==> src/rtl/m_axi_cmd_master_if.sv <==
// AXI4 master-side bundle used by m_axi_cmd_master.
// Carries the AW, W, B, AR and R channels. The master modport drives the request
// channels and the B/R readies. The slave modport is the mirror view for the
// memory slave or a bench model.
interface m_axi_cmd_master_if #(
  parameter int unsigned ID_WIDTH   = 1,
  parameter int unsigned DATA_WIDTH = 32,
  parameter int unsigned ADDR_WIDTH = 32
);
  // Write address channel
  logic [ID_WIDTH-1:0]     awid;
  logic [ADDR_WIDTH-1:0]   awaddr;
  logic [7:0]              awlen;
  logic [2:0]              awsize;
  logic [1:0]              awburst;
  logic                    awlock;
  logic [3:0]              awcache;
  logic [2:0]              awprot;
  logic [3:0]              awqos;
  logic                    awvalid;
  logic                    awready;
  // Write data channel
  logic [DATA_WIDTH-1:0]   wdata;
  logic [DATA_WIDTH/8-1:0] wstrb;
  logic                    wlast;
  logic                    wvalid;
  logic                    wready;
  // Write response channel
  logic [ID_WIDTH-1:0]     bid;
  logic [1:0]              bresp;
  logic                    bvalid;
  logic                    bready;
  // Read address channel
  logic [ID_WIDTH-1:0]     arid;
  logic [ADDR_WIDTH-1:0]   araddr;
  logic [7:0]              arlen;
  logic [2:0]              arsize;
  logic [1:0]              arburst;
  logic                    arlock;
  logic [3:0]              arcache;
  logic [2:0]              arprot;
  logic [3:0]              arqos;
  logic                    arvalid;
  logic                    arready;
  // Read data channel
  logic [ID_WIDTH-1:0]     rid;
  logic [DATA_WIDTH-1:0]   rdata;
  logic [1:0]              rresp;
  logic                    rlast;
  logic                    rvalid;
  logic                    rready;

  modport master (
    output awid, awaddr, awlen, awsize, awburst, awlock, awcache, awprot, awqos, awvalid,
    input  awready,
    output wdata, wstrb, wlast, wvalid,
    input  wready,
    input  bid, bresp, bvalid,
    output bready,
    output arid, araddr, arlen, arsize, arburst, arlock, arcache, arprot, arqos, arvalid,
    input  arready,
    input  rid, rdata, rresp, rlast, rvalid,
    output rready
  );

  modport slave (
    input  awid, awaddr, awlen, awsize, awburst, awlock, awcache, awprot, awqos, awvalid,
    output awready,
    input  wdata, wstrb, wlast, wvalid,
    output wready,
    output bid, bresp, bvalid,
    input  bready,
    input  arid, araddr, arlen, arsize, arburst, arlock, arcache, arprot, arqos, arvalid,
    output arready,
    output rid, rdata, rresp, rlast, rvalid,
    input  rready
  );
endinterface

==> src/rtl/m_axi_cmd_master.sv <==
// Single-outstanding AXI4 burst master.
// It turns one command (write/read, address, len, burst) into a full AXI4 write
// (AW/W/B) or read (AR/R) transaction.
// Ports:
//   m_axi_aclk, m_axi_areset : clock, synchronous active-high reset
//   cmd_*                    : command handshake, accepted only while cmd_ready
//   wr_*                     : write beat stream, passed to W during the data phase
//   rd_*                     : read beat stream, passed from R during the data phase
//   done, done_write, done_resp : one-cycle completion pulse with worst response
//   m_axi                    : AXI4 master bundle
module m_axi_cmd_master #(
  parameter int unsigned ID_WIDTH   = 1,
  parameter int unsigned DATA_WIDTH = 32,
  parameter int unsigned ADDR_WIDTH = 32,
  parameter int unsigned AXI_ID     = 0
) (
  input  logic                    m_axi_aclk,
  input  logic                    m_axi_areset,
  input  logic                    cmd_valid,
  output logic                    cmd_ready,
  input  logic                    cmd_write,
  input  logic [ADDR_WIDTH-1:0]   cmd_addr,
  input  logic [7:0]              cmd_len,
  input  logic [1:0]              cmd_burst,
  input  logic [DATA_WIDTH-1:0]   wr_data,
  input  logic [DATA_WIDTH/8-1:0] wr_strb,
  input  logic                    wr_valid,
  output logic                    wr_ready,
  output logic [DATA_WIDTH-1:0]   rd_data,
  output logic                    rd_last,
  output logic                    rd_valid,
  input  logic                    rd_ready,
  output logic                    done,
  output logic                    done_write,
  output logic [1:0]              done_resp,
  m_axi_cmd_master_if.master      m_axi
);
  localparam int unsigned StrbW   = DATA_WIDTH / 8;
  localparam int unsigned AddrLsb = $clog2(StrbW);

  typedef enum logic [2:0] {
    StIdle, StCheck, StWaddr, StWdata, StWresp, StRaddr, StRdata, StDone
  } state_e;

  state_e                state_q;
  logic [ADDR_WIDTH-1:0] addr_q;
  logic [7:0]            len_q;
  logic [1:0]            burst_q;
  logic                  write_q;
  logic [7:0]            cnt_q;
  logic [1:0]            acc_q;
  logic                  cmd_ready_q, awvalid_q, arvalid_q, bready_q;
  logic                  done_q, done_write_q;
  logic [1:0]            done_resp_q;

  logic        w_hs, r_hs, beat_last, illegal, r_end;
  logic [16:0] span_end;
  logic [1:0]  r_resp_d;

  // Error ranking: SLVERR/DECERR dominate; OKAY and EXOKAY both rank as OKAY.
  function automatic logic [1:0] worst(input logic [1:0] a, input logic [1:0] b);
    if (a == 2'b11 || b == 2'b11) return 2'b11;
    if (a == 2'b10 || b == 2'b10) return 2'b10;
    return 2'b00;
  endfunction

  assign w_hs      = (state_q == StWdata) && wr_valid && m_axi.wready;
  assign r_hs      = (state_q == StRdata) && m_axi.rvalid && rd_ready;
  assign beat_last = (cnt_q == len_q);
  assign r_end     = m_axi.rlast || beat_last;

  // One past the last byte of an INCR burst, relative to its 4 KB page.
  assign span_end = 17'(addr_q[11:0]) + ((17'(len_q) + 17'd1) << AddrLsb);

  always_comb begin
    illegal = 1'b0;
    case (burst_q)
      2'b00:   illegal = 1'b0;
      2'b01:   illegal = span_end > 17'd4096;
      2'b10:   illegal = !(len_q inside {8'd1, 8'd3, 8'd7, 8'd15});
      default: illegal = 1'b1;
    endcase
  end

  // An rlast/beat-count disagreement is reported as SLVERR.
  assign r_resp_d = worst(acc_q, worst(m_axi.rresp,
                                       (m_axi.rlast != beat_last) ? 2'b10 : 2'b00));

  always_ff @(posedge m_axi_aclk) begin
    if (m_axi_areset) begin
      state_q      <= StIdle;
      addr_q       <= '0;
      len_q        <= '0;
      burst_q      <= '0;
      write_q      <= 1'b0;
      cnt_q        <= '0;
      acc_q        <= '0;
      cmd_ready_q  <= 1'b0;
      awvalid_q    <= 1'b0;
      arvalid_q    <= 1'b0;
      bready_q     <= 1'b0;
      done_q       <= 1'b0;
      done_write_q <= 1'b0;
      done_resp_q  <= '0;
    end else begin
      case (state_q)
        StIdle: begin
          cmd_ready_q <= 1'b1;
          if (cmd_ready_q && cmd_valid) begin
            cmd_ready_q <= 1'b0;
            addr_q      <= cmd_addr & ~ADDR_WIDTH'(StrbW - 1);
            len_q       <= cmd_len;
            burst_q     <= cmd_burst;
            write_q     <= cmd_write;
            state_q     <= StCheck;
          end
        end
        StCheck: begin
          cnt_q <= '0;
          acc_q <= '0;
          if (illegal) begin
            done_q       <= 1'b1;
            done_write_q <= write_q;
            done_resp_q  <= 2'b10;
            state_q      <= StDone;
          end else if (write_q) begin
            awvalid_q <= 1'b1;
            state_q   <= StWaddr;
          end else begin
            arvalid_q <= 1'b1;
            state_q   <= StRaddr;
          end
        end
        StWaddr: begin
          if (m_axi.awready) begin
            awvalid_q <= 1'b0;
            state_q   <= StWdata;
          end
        end
        StWdata: begin
          if (w_hs) begin
            cnt_q <= cnt_q + 8'd1;
            if (beat_last) begin
              bready_q <= 1'b1;
              state_q  <= StWresp;
            end
          end
        end
        StWresp: begin
          if (m_axi.bvalid) begin
            bready_q     <= 1'b0;
            done_q       <= 1'b1;
            done_write_q <= 1'b1;
            done_resp_q  <= (m_axi.bid == ID_WIDTH'(AXI_ID)) ? m_axi.bresp : 2'b10;
            state_q      <= StDone;
          end
        end
        StRaddr: begin
          if (m_axi.arready) begin
            arvalid_q <= 1'b0;
            state_q   <= StRdata;
          end
        end
        StRdata: begin
          if (r_hs) begin
            cnt_q <= cnt_q + 8'd1;
            acc_q <= r_resp_d;
            if (r_end) begin
              done_q       <= 1'b1;
              done_write_q <= 1'b0;
              done_resp_q  <= r_resp_d;
              state_q      <= StDone;
            end
          end
        end
        StDone: begin
          done_q       <= 1'b0;
          done_write_q <= 1'b0;
          cmd_ready_q  <= 1'b1;
          state_q      <= StIdle;
        end
        default: state_q <= StIdle;
      endcase
    end
  end

  assign cmd_ready  = cmd_ready_q;
  assign done       = done_q;
  assign done_write = done_write_q;
  assign done_resp  = done_resp_q;

  assign m_axi.awid    = ID_WIDTH'(AXI_ID);
  assign m_axi.awaddr  = addr_q;
  assign m_axi.awlen   = len_q;
  assign m_axi.awsize  = 3'(AddrLsb);
  assign m_axi.awburst = burst_q;
  assign m_axi.awlock  = 1'b0;
  assign m_axi.awcache = 4'd0;
  assign m_axi.awprot  = 3'd0;
  assign m_axi.awqos   = 4'd0;
  assign m_axi.awvalid = awvalid_q;

  // W and R are combinational pass-throughs, live only in their data phase.
  assign m_axi.wdata  = wr_data;
  assign m_axi.wstrb  = wr_strb;
  assign m_axi.wlast  = (state_q == StWdata) && beat_last;
  assign m_axi.wvalid = (state_q == StWdata) && wr_valid;
  assign wr_ready     = (state_q == StWdata) && m_axi.wready;

  assign m_axi.bready = bready_q;

  assign m_axi.arid    = ID_WIDTH'(AXI_ID);
  assign m_axi.araddr  = addr_q;
  assign m_axi.arlen   = len_q;
  assign m_axi.arsize  = 3'(AddrLsb);
  assign m_axi.arburst = burst_q;
  assign m_axi.arlock  = 1'b0;
  assign m_axi.arcache = 4'd0;
  assign m_axi.arprot  = 3'd0;
  assign m_axi.arqos   = 4'd0;
  assign m_axi.arvalid = arvalid_q;

  assign m_axi.rready = (state_q == StRdata) && rd_ready;
  assign rd_valid     = (state_q == StRdata) && m_axi.rvalid;
  assign rd_data      = m_axi.rdata;
  assign rd_last      = m_axi.rlast;
endmodule

==> src/flat_wrapper.sv <==
// flat-port wrapper written by rule: the top's interface ports become plain ports
module m_axi_cmd_master_flat 
#(
  parameter int unsigned ID_WIDTH   = 1,
  parameter int unsigned DATA_WIDTH = 32,
  parameter int unsigned ADDR_WIDTH = 32,
  parameter int unsigned AXI_ID     = 0
)
  (m_axi_aclk, m_axi_areset, cmd_valid, cmd_ready, cmd_write, cmd_addr, cmd_len, cmd_burst, wr_data, wr_strb, wr_valid, wr_ready, rd_data, rd_last, rd_valid, rd_ready, done, done_write, done_resp, m_axi_awid, m_axi_awaddr, m_axi_awlen, m_axi_awsize, m_axi_awburst, m_axi_awlock, m_axi_awcache, m_axi_awprot, m_axi_awqos, m_axi_awvalid, m_axi_awready, m_axi_wdata, m_axi_wstrb, m_axi_wlast, m_axi_wvalid, m_axi_wready, m_axi_bid, m_axi_bresp, m_axi_bvalid, m_axi_bready, m_axi_arid, m_axi_araddr, m_axi_arlen, m_axi_arsize, m_axi_arburst, m_axi_arlock, m_axi_arcache, m_axi_arprot, m_axi_arqos, m_axi_arvalid, m_axi_arready, m_axi_rid, m_axi_rdata, m_axi_rresp, m_axi_rlast, m_axi_rvalid, m_axi_rready);
  m_axi_cmd_master_if #(.ID_WIDTH(ID_WIDTH), .DATA_WIDTH(DATA_WIDTH), .ADDR_WIDTH(ADDR_WIDTH)) m_axi_i ();
  input  logic m_axi_aclk;
  input  logic m_axi_areset;
  input  logic cmd_valid;
  output logic cmd_ready;
  input  logic cmd_write;
  input  logic [ADDR_WIDTH-1:0] cmd_addr;
  input  logic [7:0] cmd_len;
  input  logic [1:0] cmd_burst;
  input  logic [DATA_WIDTH-1:0] wr_data;
  input  logic [DATA_WIDTH/8-1:0] wr_strb;
  input  logic wr_valid;
  output logic wr_ready;
  output logic [DATA_WIDTH-1:0] rd_data;
  output logic rd_last;
  output logic rd_valid;
  input  logic rd_ready;
  output logic done;
  output logic done_write;
  output logic [1:0] done_resp;
  output wire logic [$bits(m_axi_i.awid)-1:0] m_axi_awid;
  output wire logic [$bits(m_axi_i.awaddr)-1:0] m_axi_awaddr;
  output wire logic [$bits(m_axi_i.awlen)-1:0] m_axi_awlen;
  output wire logic [$bits(m_axi_i.awsize)-1:0] m_axi_awsize;
  output wire logic [$bits(m_axi_i.awburst)-1:0] m_axi_awburst;
  output wire logic [$bits(m_axi_i.awlock)-1:0] m_axi_awlock;
  output wire logic [$bits(m_axi_i.awcache)-1:0] m_axi_awcache;
  output wire logic [$bits(m_axi_i.awprot)-1:0] m_axi_awprot;
  output wire logic [$bits(m_axi_i.awqos)-1:0] m_axi_awqos;
  output wire logic [$bits(m_axi_i.awvalid)-1:0] m_axi_awvalid;
  input wire logic [$bits(m_axi_i.awready)-1:0] m_axi_awready;
  output wire logic [$bits(m_axi_i.wdata)-1:0] m_axi_wdata;
  output wire logic [$bits(m_axi_i.wstrb)-1:0] m_axi_wstrb;
  output wire logic [$bits(m_axi_i.wlast)-1:0] m_axi_wlast;
  output wire logic [$bits(m_axi_i.wvalid)-1:0] m_axi_wvalid;
  input wire logic [$bits(m_axi_i.wready)-1:0] m_axi_wready;
  input wire logic [$bits(m_axi_i.bid)-1:0] m_axi_bid;
  input wire logic [$bits(m_axi_i.bresp)-1:0] m_axi_bresp;
  input wire logic [$bits(m_axi_i.bvalid)-1:0] m_axi_bvalid;
  output wire logic [$bits(m_axi_i.bready)-1:0] m_axi_bready;
  output wire logic [$bits(m_axi_i.arid)-1:0] m_axi_arid;
  output wire logic [$bits(m_axi_i.araddr)-1:0] m_axi_araddr;
  output wire logic [$bits(m_axi_i.arlen)-1:0] m_axi_arlen;
  output wire logic [$bits(m_axi_i.arsize)-1:0] m_axi_arsize;
  output wire logic [$bits(m_axi_i.arburst)-1:0] m_axi_arburst;
  output wire logic [$bits(m_axi_i.arlock)-1:0] m_axi_arlock;
  output wire logic [$bits(m_axi_i.arcache)-1:0] m_axi_arcache;
  output wire logic [$bits(m_axi_i.arprot)-1:0] m_axi_arprot;
  output wire logic [$bits(m_axi_i.arqos)-1:0] m_axi_arqos;
  output wire logic [$bits(m_axi_i.arvalid)-1:0] m_axi_arvalid;
  input wire logic [$bits(m_axi_i.arready)-1:0] m_axi_arready;
  input wire logic [$bits(m_axi_i.rid)-1:0] m_axi_rid;
  input wire logic [$bits(m_axi_i.rdata)-1:0] m_axi_rdata;
  input wire logic [$bits(m_axi_i.rresp)-1:0] m_axi_rresp;
  input wire logic [$bits(m_axi_i.rlast)-1:0] m_axi_rlast;
  input wire logic [$bits(m_axi_i.rvalid)-1:0] m_axi_rvalid;
  output wire logic [$bits(m_axi_i.rready)-1:0] m_axi_rready;
  assign m_axi_awid = m_axi_i.awid;
  assign m_axi_awaddr = m_axi_i.awaddr;
  assign m_axi_awlen = m_axi_i.awlen;
  assign m_axi_awsize = m_axi_i.awsize;
  assign m_axi_awburst = m_axi_i.awburst;
  assign m_axi_awlock = m_axi_i.awlock;
  assign m_axi_awcache = m_axi_i.awcache;
  assign m_axi_awprot = m_axi_i.awprot;
  assign m_axi_awqos = m_axi_i.awqos;
  assign m_axi_awvalid = m_axi_i.awvalid;
  assign m_axi_i.awready = m_axi_awready;
  assign m_axi_wdata = m_axi_i.wdata;
  assign m_axi_wstrb = m_axi_i.wstrb;
  assign m_axi_wlast = m_axi_i.wlast;
  assign m_axi_wvalid = m_axi_i.wvalid;
  assign m_axi_i.wready = m_axi_wready;
  assign m_axi_i.bid = m_axi_bid;
  assign m_axi_i.bresp = m_axi_bresp;
  assign m_axi_i.bvalid = m_axi_bvalid;
  assign m_axi_bready = m_axi_i.bready;
  assign m_axi_arid = m_axi_i.arid;
  assign m_axi_araddr = m_axi_i.araddr;
  assign m_axi_arlen = m_axi_i.arlen;
  assign m_axi_arsize = m_axi_i.arsize;
  assign m_axi_arburst = m_axi_i.arburst;
  assign m_axi_arlock = m_axi_i.arlock;
  assign m_axi_arcache = m_axi_i.arcache;
  assign m_axi_arprot = m_axi_i.arprot;
  assign m_axi_arqos = m_axi_i.arqos;
  assign m_axi_arvalid = m_axi_i.arvalid;
  assign m_axi_i.arready = m_axi_arready;
  assign m_axi_i.rid = m_axi_rid;
  assign m_axi_i.rdata = m_axi_rdata;
  assign m_axi_i.rresp = m_axi_rresp;
  assign m_axi_i.rlast = m_axi_rlast;
  assign m_axi_i.rvalid = m_axi_rvalid;
  assign m_axi_rready = m_axi_i.rready;
  m_axi_cmd_master #(.ID_WIDTH(ID_WIDTH), .DATA_WIDTH(DATA_WIDTH), .ADDR_WIDTH(ADDR_WIDTH), .AXI_ID(AXI_ID)) u_core (.m_axi_aclk(m_axi_aclk), .m_axi_areset(m_axi_areset), .cmd_valid(cmd_valid), .cmd_ready(cmd_ready), .cmd_write(cmd_write), .cmd_addr(cmd_addr), .cmd_len(cmd_len), .cmd_burst(cmd_burst), .wr_data(wr_data), .wr_strb(wr_strb), .wr_valid(wr_valid), .wr_ready(wr_ready), .rd_data(rd_data), .rd_last(rd_last), .rd_valid(rd_valid), .rd_ready(rd_ready), .done(done), .done_write(done_write), .done_resp(done_resp), .m_axi(m_axi_i));
endmodule
==> config.mk <==
export PLATFORM = sky130hd
export DESIGN_NAME = m_axi_cmd_master_flat
export DESIGN_NICKNAME = d
export VERILOG_FILES = /design/src/rtl/m_axi_cmd_master_if.sv /design/src/rtl/m_axi_cmd_master.sv /design/src/flat_wrapper.sv
export SDC_FILE = /design/constraint.sdc
export NUM_CORES = 1
export LEC_CHECK = 0
export CORE_AREA = 2 2 125 127
export CTS_CLUSTER_DIAMETER = 150
export CTS_CLUSTER_SIZE = 10
export DETAILED_ROUTE_END_ITERATION = 8
export DIE_AREA = 0 0 127 129
export DONT_BUFFER_PORTS = 1
export PLACE_DENSITY = 0.49
export SKIP_LAST_GASP = 1
export SYNTH_ARGS = -nofsm -noshare
export SYNTH_HDL_FRONTEND = slang
export SYNTH_SLANG_ARGS = --single-unit
export TNS_END_PERCENT = 30
==> constraint.sdc <==
create_clock -name m_axi_aclk -period 4.2 [get_ports m_axi_aclk]
set_input_delay 0.84 -clock m_axi_aclk [delete_from_list [all_inputs] [get_ports m_axi_aclk]]
set_output_delay 0.84 -clock m_axi_aclk [all_outputs]
set_load 0.05 [all_outputs]
==> flow_summary_export.csv <==
group,metric,value,unit
power_and_ir_drop,leakagePower,1.62,nW
clock_tree,cts_buffers,9,
synthesis,yosysTopAreaCell,"dfxtp_1",
sta,fmax,286,MHz
worst_setup_path,r2r_cells,12,
floorplanning,initial_core_util,29.3,%
floorplanning,dieHeight,129,um
sta,hold_viol,0,
synthesis,syn_area,4390,sq um
grt,grt-ovfl-total,0,
clock_tree,clkLatencyLatePin,330,ps
worst_setup_path,crit_slowest_cell,"or4_4",
sta,grt_setup_unrepaired,"no",
layout,syn_to_final_growth,-7.50,%
routing,totalWireLength,11400,um
routing,avgRoutedWirePerCell,17.0,um
routing,vias_per_cell,4.83,
layout,fin_nets,620,
synthesis,ys.flop_type,"dfxtp_1",
clock_tree,clockBufferDepth,2,
routing,via_count,3229,
clock_tree,cts_setup_buffers,0,
synthesis,synth_cells,576,
sta,final.setup.tns,0,ps
clock_tree,hold_buffers,0,
synthesis,netlist.area_leader.share,28.3,%
grt,grt_usage,13.8,%
sta,setup_violations,0,
worst_setup_path,critPathRequiredTime,4390,ps
floorplanning,die-area,16400,sq um
clock_tree,htreeDepth,3,
placed_design,hpwlAfterDp,8340,um
hold_path,hp-class,"reg -> reg",
clock_tree,cts_tree,"done",
sta,drv_slew,0,
layout,drive_above_1_share,9.98,%
clock_tree,cts_resized,0,
layout,n_antenna_cell,0,
clock_tree,path_clk_slew,60,ps
synthesis,synth_edf_count,0,
worst_setup_path,crit_chain,"buf_4 -> nand3_1 -> nor2_1 -> and3_2 -> ha_1 -> nor3_1 -> nor4_4 -> o2111ai_1 -> or4_4 -> o31ai_2 -> and4_1 -> a2111oi_0",
sta,slew_headroom,29.0,%
floorplanning,core-area,15000,sq um
sta,worst_pin_slew,1060,ps
worst_setup_path,crit_path_end,"u_core.state_q[2]$_SDFFE_PP0P_",
worst_setup_path,worstPathArrival,3690,ps
sta,skew,6.49,ps
sta,setup_slack,703,ps
synthesis,syn_avg_cell_area,7.61,sq um
worst_setup_path,cp-start-kind,"register",
routing,drtIter0Drc,167,
worst_setup_path,crit_fanout,6,
job,cap_violations,0,
synthesis,synthMostInstantiatedCell,"buf_4",
worst_setup_path,r2r_slack,700,ps
floorplanning,ios,326,
worst_setup_path,cp.depth,12,
grt,grt_pass1_wl,17200,um
floorplanning,dieWidth,127,um
outcome,status,"finished clean",
synthesis,synth_warnings,0,
clock_tree,clock-sinks,62,
routing,ant_nets,0,
worst_setup_path,reg2reg_from,"u_core.m_axi.arlen[2]$_SDFFE_PP0P_",
routing,drtPass1Iterations,4,
worst_setup_path,critPathCaptureType,"register",
routing,drc,0,
synthesis,yosysSeqAreaShare,28.3,%
synthesis,synth.distinct_cells,57,
synthesis,synth_seq_cells,62,
grt,grt_max_degree,59,
power_and_ir_drop,irDropWorstVdd,0.303,mV
worst_setup_path,worstSetupStartpoint,"u_core.m_axi.arlen[2]$_SDFFE_PP0P_",
placed_design,portBuffers,0,
floorplanning,fp-row-count,45,
clock_tree,cts-root-buf,"clkbuf_16",
worst_setup_path,rr_endpoint,"u_core.state_q[2]$_SDFFE_PP0P_",
worst_setup_path,critPathMaxStageDelay,550,ps
synthesis,ys_top_cells_by_count,"buf_4, nand2_1, dfxtp_1",
placed_design,place.gp.congestion,0.808,
synthesis,synth_area_leaders,"dfxtp_1, buf_4, nand2_1",
power_and_ir_drop,powerDensity,703,nW/um^2
worst_setup_path,critical_path_class,"reg -> reg",
sta,period_needed,3500,ps
synthesis,async_reset_ff_share,0,%
grt,grt_antenna_before_repair,0,
sta,finalCritPeriodShare,83.3,%
placed_design,pre_cts_slack,701,ps
grt,grt_pass1_vias,3093,
worst_setup_path,path_delay_family,"simple AND/OR/NAND/NOR gates",
worst_setup_path,cp_num_buf_inv,1,
## state kept, by name (all words and copies together) (netlist names), 2 cells and up
name,flops
u_core.m_axi.araddr,30
u_core.m_axi.arlen,8
u_core.state_q,3
u_core.done_resp,2
u_core.cnt_q,8
u_core.acc_q,2
u_core.m_axi.arburst,2
## metal layers
metal  track usage, %  vias to the layer above  share of wire (%)
met2             21.1                      160                 45
met4             4.46                        0                1.7
met5                0                        -                  0
met1             17.0                     1504                 44
li1                 -                     1535                  -
met3             6.86                       30                9.3
## metrics by stage
stage,cells,instance area (sq um),utilization [%],power (mW),hold WS [ps]
floorplan,610,4510,-,2.16,440
CTS,669,4060,27.1,2.89,474
global route,669,4060,27.1,3.03,509
global placement,653,3750,25.1,2.09,456
finish,669,4060,27.1,2.85,472
detailed placement,653,3750,25.1,2.10,462
## layout by cell type (no fill, tap or decap), drive strengths merged, types with 2 or more instances in the layout
| cell | instances |
|---|---|
| o21ai | 11 |
| o31ai | 3 |
| o2111ai | 2 |
| mux2i | 2 |
| nor2b | 5 |
| o211ai | 3 |
| clkbuf | 13 |
| and4 | 3 |
| nand2b | 4 |
| a21oi | 55 |
| conb | 36 |
| nor3 | 9 |
| o21a | 4 |
| nand2 | 103 |
| and3b | 2 |
| xnor2 | 8 |
| and2 | 6 |
| and3 | 3 |
| nor2 | 31 |
| nand3 | 10 |
| ha | 15 |
| xor2 | 13 |
| inv | 15 |
| nor4 | 3 |
| buf | 22 |
| dfxtp | 62 |
| a31oi | 6 |
| a22oi | 2 |
| nand4 | 3 |
| a211oi | 5 |
## cells by family after synthesis
| logic type | count (synthesis) | synth area share [%] |
|---|---|---|
| other | 2 | 0.171 |
| adder cells (fa/ha/maj) | 16 | 4.74 |
| XOR/XNOR | 21 | 4.19 |
| buffers and inverters | 182 | 28.0 |
| flip-flops | 62 | 28.3 |
| AO/OA/AOI/OAI | 105 | 14.8 |
| multiplexers | 2 | 0.457 |
| AND/OR/NAND/NOR | 186 | 19.3 |
## how the worst min path moves through the flow
| stage | slack (ps) | depth (start not counted) | from | endpoint |
|---|---|---|---|---|
| 4_1_cts | 470 | 2 | u_core.acc_q[1]$_SDFFE_PP0P_ | u_core.acc_q[1]$_SDFFE_PP0P_ |
| 6_report | 470 | 2 | u_core.acc_q[1]$_SDFFE_PP0P_ | u_core.acc_q[1]$_SDFFE_PP0P_ |
| 3_5_place_dp | 460 | 2 | u_core.acc_q[1]$_SDFFE_PP0P_ | u_core.acc_q[1]$_SDFFE_PP0P_ |
| 2_1_floorplan | 440 | 2 | u_core.acc_q[1]$_SDFFE_PP0P_ | u_core.acc_q[1]$_SDFFE_PP0P_ |
| 5_1_grt | 510 | 2 | u_core.acc_q[1]$_SDFFE_PP0P_ | u_core.acc_q[1]$_SDFFE_PP0P_ |
| 3_3_place_gp | 460 | 2 | u_core.acc_q[1]$_SDFFE_PP0P_ | u_core.acc_q[1]$_SDFFE_PP0P_ |
## tightest hold or removal path, stage by stage, from the launching register on
cell and delay (ps):
dfxtp_1 320, inv_1 50, a21oi_1 50
## where the power goes
group | switching (mW) | internal (mW)
logic | 0.720 | 0.259
registers | 0.420 | 0.690
clock network | 0.271 | 0.491
total | 1.41 | 1.44
## final cells by class
type	count	area, sq um
Clock buffer	13	260
Clock inverter	3	42.5
Fill cell	1621	10900
Inverter	15	56.3
Multi-Input combinational cell	366	2060
Sequential cell	62	1240
Tap cell	188	235
Timing Repair Buffer	22	165
No activity file was read; power rests on OpenSTA's default activity.
